[src/rtl/uart_cmd_pkg.sv]
// Shared definitions for the UART command transmitter: FSM states, line levels, data width.
package uart_cmd_pkg;

  // Payload width of one command byte (control nibble + value nibble)
  localparam int DATA_W = 8;
  localparam int BIT_IDX_W = $clog2(DATA_W);

  // Serial line levels
  localparam logic START_LVL = 1'b0;
  localparam logic STOP_LVL  = 1'b1;
  localparam logic IDLE_LVL  = 1'b1;

  // Transmitter states; ST_PARITY is only entered when parity generation is built in
  typedef enum logic [2:0] {
    ST_IDLE   = 3'd0,
    ST_START  = 3'd1,
    ST_DATA   = 3'd2,
    ST_PARITY = 3'd3,
    ST_STOP   = 3'd4
  } tx_state_t;

endpackage

[src/rtl/uart_cmd_fifo.sv]
// Synchronous command FIFO with show-ahead read: rd_data always presents the oldest entry,
// so the transmitter can pop and load its shift register on the same edge.
module uart_cmd_fifo
  import uart_cmd_pkg::*;
#(
  parameter int DEPTH = 8
) (
  input  logic              clk,
  input  logic              rst,
  input  logic              push,
  input  logic [DATA_W-1:0] wr_data,
  input  logic              pop,
  output logic [DATA_W-1:0] rd_data,
  output logic              full,
  output logic              empty
);

  localparam int AW = (DEPTH > 1) ? $clog2(DEPTH) : 1;

  // Pointers carry one extra wrap bit so full and empty are distinguishable
  logic [AW:0]       wr_ptr_reg;
  logic [AW:0]       rd_ptr_reg;
  logic [AW-1:0]     wr_addr;
  logic [AW-1:0]     rd_addr;
  logic [DATA_W-1:0] mem [DEPTH];
  logic              push_ok;
  logic              pop_ok;

  assign wr_addr = wr_ptr_reg[AW-1:0];
  assign rd_addr = rd_ptr_reg[AW-1:0];
  assign empty   = (wr_ptr_reg == rd_ptr_reg);
  assign full    = (wr_ptr_reg[AW] != rd_ptr_reg[AW]) && (wr_addr == rd_addr);
  assign push_ok = push && !full;
  assign pop_ok  = pop && !empty;
  assign rd_data = mem[rd_addr];

  // Storage write; contents need no reset because the pointers define validity
  always_ff @(posedge clk) begin
    if (push_ok) begin
      mem[wr_addr] <= wr_data;
    end
  end

  // Pointer update; both wrap naturally at DEPTH since DEPTH is a power of two
  always_ff @(posedge clk) begin
    if (rst) begin
      wr_ptr_reg <= '0;
      rd_ptr_reg <= '0;
    end else begin
      if (push_ok) begin
        wr_ptr_reg <= wr_ptr_reg + (AW+1)'(1);
      end
      if (pop_ok) begin
        rd_ptr_reg <= rd_ptr_reg + (AW+1)'(1);
      end
    end
  end

endmodule

[src/rtl/uart_cmd_tx.sv]
// UART command transmitter: queues {ctrl, value} nibble pairs in a FIFO and sends each
// as an 8N1 frame (start, 8 data bits LSB first, stop).
// Optional build macro UART_CMD_TX_PARITY_EN inserts an even-parity bit after bit 7.
module uart_cmd_tx
  import uart_cmd_pkg::*;
#(
  parameter int CLK_FREQ   = 50000000,
  parameter int BAUD_RATE  = 115200,
  parameter int FIFO_DEPTH = 8
) (
  input  logic       clk,
  input  logic       rst,
  input  logic [3:0] ctrl_command_in,
  input  logic [3:0] value_command_in,
  input  logic       command_in_flag,
  output logic       uart_tx,
  output logic       tx_busy,
  output logic       fifo_full,
  output logic       overflow
);

  localparam int BAUD_DIV = CLK_FREQ / BAUD_RATE;
  localparam int CNT_W    = (BAUD_DIV > 1) ? $clog2(BAUD_DIV) : 1;
  localparam logic [CNT_W-1:0]     CNT_LAST = CNT_W'(BAUD_DIV - 1);
  localparam logic [BIT_IDX_W-1:0] BIT_LAST = BIT_IDX_W'(DATA_W - 1);

  tx_state_t            state_reg;
  logic [CNT_W-1:0]     cnt_reg;
  logic [BIT_IDX_W-1:0] bit_idx_reg;
  logic [BIT_IDX_W-1:0] bit_idx_next;
  logic [DATA_W-1:0]    frame_byte_reg;
  logic                 uart_tx_reg;
  logic                 overflow_reg;

  logic                 fifo_push;
  logic                 fifo_pop;
  logic                 fifo_empty;
  logic [DATA_W-1:0]    fifo_rd_data;
  logic                 bit_end;

  // A command is accepted only when there is room; reset cycles never enqueue
  assign fifo_push    = command_in_flag && !fifo_full && !rst;
  // Pop happens exactly on the edge that leaves IDLE
  assign fifo_pop     = (state_reg == ST_IDLE) && !fifo_empty && !rst;
  assign bit_end      = (cnt_reg == CNT_LAST);
  assign bit_idx_next = bit_idx_reg + BIT_IDX_W'(1);

  assign uart_tx  = uart_tx_reg;
  assign overflow = overflow_reg;
  assign tx_busy  = (state_reg != ST_IDLE) || !fifo_empty;

  uart_cmd_fifo #(
    .DEPTH (FIFO_DEPTH)
  ) u_fifo (
    .clk     (clk),
    .rst     (rst),
    .push    (fifo_push),
    .wr_data ({ctrl_command_in, value_command_in}),
    .pop     (fifo_pop),
    .rd_data (fifo_rd_data),
    .full    (fifo_full),
    .empty   (fifo_empty)
  );

  // Frame sequencer: each state holds its line level for BAUD_DIV cycles; the line
  // level is registered and changes on the same edge as the state.
  always_ff @(posedge clk) begin
    if (rst) begin
      state_reg      <= ST_IDLE;
      cnt_reg        <= '0;
      bit_idx_reg    <= '0;
      frame_byte_reg <= '0;
      uart_tx_reg    <= IDLE_LVL;
    end else begin
      case (state_reg)
        ST_IDLE: begin
          cnt_reg     <= '0;
          bit_idx_reg <= '0;
          uart_tx_reg <= IDLE_LVL;
          if (!fifo_empty) begin
            frame_byte_reg <= fifo_rd_data;
            uart_tx_reg    <= START_LVL;
            state_reg      <= ST_START;
          end
        end

        ST_START: begin
          if (bit_end) begin
            cnt_reg     <= '0;
            uart_tx_reg <= frame_byte_reg[0];
            state_reg   <= ST_DATA;
          end else begin
            cnt_reg <= cnt_reg + CNT_W'(1);
          end
        end

        ST_DATA: begin
          if (bit_end) begin
            cnt_reg <= '0;
            if (bit_idx_reg == BIT_LAST) begin
`ifdef UART_CMD_TX_PARITY_EN
              // Even parity: the parity bit makes the total count of ones even
              uart_tx_reg <= ^frame_byte_reg;
              state_reg   <= ST_PARITY;
`else
              uart_tx_reg <= STOP_LVL;
              state_reg   <= ST_STOP;
`endif
            end else begin
              bit_idx_reg <= bit_idx_next;
              uart_tx_reg <= frame_byte_reg[bit_idx_next];
            end
          end else begin
            cnt_reg <= cnt_reg + CNT_W'(1);
          end
        end

`ifdef UART_CMD_TX_PARITY_EN
        ST_PARITY: begin
          if (bit_end) begin
            cnt_reg     <= '0;
            uart_tx_reg <= STOP_LVL;
            state_reg   <= ST_STOP;
          end else begin
            cnt_reg <= cnt_reg + CNT_W'(1);
          end
        end
`endif

        ST_STOP: begin
          if (bit_end) begin
            cnt_reg     <= '0;
            uart_tx_reg <= IDLE_LVL;
            state_reg   <= ST_IDLE;
          end else begin
            cnt_reg <= cnt_reg + CNT_W'(1);
          end
        end

        default: begin
          cnt_reg     <= '0;
          uart_tx_reg <= IDLE_LVL;
          state_reg   <= ST_IDLE;
        end
      endcase
    end
  end

  // Sticky drop indicator: a command arriving while full is lost even if a pop frees space this cycle
  always_ff @(posedge clk) begin
    if (rst) begin
      overflow_reg <= 1'b0;
    end else if (command_in_flag && fifo_full) begin
      overflow_reg <= 1'b1;
    end
  end

endmodule

[config.mk]
export PLATFORM = sky130hd
export DESIGN_NAME = uart_cmd_tx
export DESIGN_NICKNAME = d
export VERILOG_FILES = /design/src/rtl/uart_cmd_pkg.sv /design/src/rtl/uart_cmd_fifo.sv /design/src/rtl/uart_cmd_tx.sv
export SDC_FILE = /design/constraint.sdc
export NUM_CORES = 1
export LEC_CHECK = 0
export BUFFER_PORTS_ARGS = -buffer_cell sky130_fd_sc_hd__buf_2
export CAP_MARGIN = 10
export CORE_ASPECT_RATIO = 1.25
export CORE_MARGIN = 3
export CORE_UTILIZATION = 32
export CTS_CLUSTER_DIAMETER = 80
export DETAILED_ROUTE_END_ITERATION = 8
export SETUP_SLACK_MARGIN = 0.2
export SYNTH_ARGS = -nofsm -noshare
export SYNTH_HDL_FRONTEND = slang
export SYNTH_SLANG_ARGS = --single-unit
export TNS_END_PERCENT = 10
[constraint.sdc]
create_clock -name clk -period 2.9 [get_ports clk]
set_input_delay 0.58 -clock clk [delete_from_list [all_inputs] [get_ports clk]]
set_output_delay 0.58 -clock clk [all_outputs]
set_load 0.02 [all_outputs]
==> reports/results.ini <==
[synth]
synth.yosys.warnings=0
syn-num-nets=308
synth_common_cells=64 x edfxtp_1, 33 x dfxtp_1, 21 x nor2_1
synth_ff_type=edfxtp_1
synth_xor_area_share_pct=3.780
ys_seq_area_share_pct=62.41
synth.top_cell.area_share_pct=46.45
synthCells=291
syn_avg_cell_area_um2=14.22
ys_types=45
ys_seq_elements=97
syn_area_mm2=0.004138
synthArstFlopShare_pct=0
synth_top_family_by_area=multiplexers
synth_top_cells_by_area=edfxtp_1 46%, dfxtp_1 16%, mux4_2 6.0%
synthSimpleGateAreaFrac_pct=9.465
synth_edf_count=64
synth_compound_area_share_pct=7.318
synthMuxAreaShare_pct=12.31
synth_top_cell_by_area=edfxtp_1
yosysMostFrequentCell=edfxtp_1
synth-adder-area-share_pct=1.814

[sta]
holdWs_ps=483.7
fin_worst_skew_ps=6.514
fin_crit_ps=2522
slew_headroom_pct=50.82
setup_tns_ps=0
finalSetupViolations=0
slew_viol_final=0
fmaxAchievable_ghz=0.3964
hold_viol=0
rsz0062_at_grt=false
tightest_slew_ps=737.6
period_share_pct=86.98

[setup_path]
crit_chain=xnor2_1, nand4_1, or2_2, buf_2
cp_slowest_cell=dfxtp_1
worstPathRequired_ps=2320
end_kind=output pin
critPathKind=reg2out
path_max_fanout=13
crit_arrival_ps=1940
r2r_slack_ps=600
cpPeakStageDelay_ps=720
start_kind=flop

[place]
dpl.hpwl_mm=5.066
gp_congestion=0.8149
placed_cells_incl_taps=459
place_area_mm2=0.004383
portBuffers=14

[floorplan]
row_count=45
start_util_pct=33.40
dieArea_mm2=0.01434
io_pins=15
dieWidth_um=107.7
core_mm2=0.01239
die_y_um=133.1

[cells_and_area]
diodes=0
fill_cells=1189
regArea_mm2=0.002582
stdcell_count=475
design_area_mm2=0.004683
largest_reg_flops=64
final_layout_size_suffix_gt1_share_pct=18.01
nNetsFinal=323
multiInputGateArea_mm2=0.001435
synthToLayoutAreaGrowth_pct=13.18

[power_and_ir_drop]
power_leakage_nw=1.488
ir_drop_v=0.0003367
power.density_mw_per_mm2=749.2

[route]
drt_iter0_drc=160
vias=2336
routed_wirelength_mm=7.326
ant_nets=0
drt_pass1_iterations=4
wl_per_cell_um=15.42
drc=0
viasPerCell=4.918

[global_route]
grt_pass1_wl_mm=12.22
overflow=0
grt_pass1_vias=2345
grt_max_degree=21
antenna_found_initial=0
track_usage_pct=11.05

[clock_tree]
numCtsBuffers=9
path_clk_slew_ps=70
clk_latency_ps=340
htreeDepth=3
cts.hold.buffers_added=0
root_buffer=clkbuf_16
cts.sinks=97
ctsResizeCount=0
clk_path_buf_depth=2
cts_setup_buffers=0
cts_tree=done

[outcome]
status=finished clean

[job]
drv_cap=0

[worst_hold_path]
hp-class=reg2reg

==> layout by cell type (no fill, tap or decap), types with 2 or more instances in the layout <==
master	n
clkbuf_16	9
or3_1	5
xor2_1	5
nor3_1	5
o41a_1	2
buf_2	14
xnor2_1	11
nor4_1	2
buf_4	8
nand4_1	4
nor2_1	21
a31oi_1	4
o21ai_0	15
and3b_1	2
nand3b_1	4
a21oi_1	16
inv_6	3
nand3_1	10
edfxtp_1	64
nand2_1	6
ha_1	6
nand4b_1	2
inv_1	8
dfxtp_1	33
mux4_1	5
mux2i_1	13
mux4_2	11
nor3b_1	3
clkinv_2	2
==> worst max-delay path, delay by kind of cell (launching register included) <==
kind / cells / cell delay, ps
flip-flops: 1 / 720
AND/OR/NAND/NOR: 2 / 470
XOR/XNOR: 1 / 250
buffers and inverters: 1 / 160
==> final cells by class <==
| type | instances | area share, % |
|---|---|---|
| Sequential cell | 97 | 55.14 |
| Multi-Input combinational cell | 168 | 30.64 |
| Clock buffer | 9 | 4.809 |
| Tap cell | 164 | 4.382 |
| Timing Repair Buffer | 22 | 2.779 |
| Clock inverter | 7 | 1.603 |
| Inverter | 8 | 0.6412 |
==> path summary, 6_finish.rpt <==
path / start / end / depth (start not counted)
worst max-delay path: u_fifo.rd_ptr_reg[2] / tx_busy / 4
worst min-delay path: overflow / overflow / 2
worst max register to register: u_fifo.rd_ptr_reg[2] / u_fifo.mem[5][6] / 5
worst min register to register: overflow / overflow / 2
==> power breakdown <==
| part | internal (mW) | total (mW) | switching [mW] | leakage (nW) |
|---|---|---|---|---|
| Sequential | 1.57 | 1.66 | 0.0834 | 0.847 |
| Clock | 0.676 | 1.20 | 0.521 | 0.151 |
| Combinational | 0.300 | 0.656 | 0.356 | 0.490 |
| Total | 2.55 | 3.51 | 0.960 | 1.49 |
==> logic make-up (layout without fill, tap and decap cells) <==
| family | count (synthesis) | count (layout) |
|---|---|---|
| fa+ha+maj | 6 | 6 |
| buf+inv | 26 | 46 |
| compound gates | 46 | 46 |
| xor+xnor | 17 | 17 |
| simple gates | 70 | 70 |
| mux | 29 | 29 |
| flops | 97 | 97 |
==> per-layer routing <==
metal / track usage (%) / vias to the layer above / routed length (um)
li1: - / 1147 / -
met2: 17.74 / 39 / 3670
met5: 0 / - / 0
met1: 14.16 / 1139 / 3280
met4: 6.035 / 0 / 167
met3: 1.842 / 11 / 207
==> stage by stage <==
| stage | setup slack, ps | utilization, % | power (mW) |
|---|---|---|---|
| floorplan | 646.2 | - | 2.208 |
| global placement | 618.3 | 35.38 | 2.339 |
| detailed placement | 578.1 | 35.38 | 2.350 |
| CTS | 349.4 | 37.81 | 3.553 |
| global route | 229.2 | 37.81 | 3.696 |
| finish | 377.6 | 37.81 | 3.509 |
Note: power is estimated with default switching activity, not from simulation.
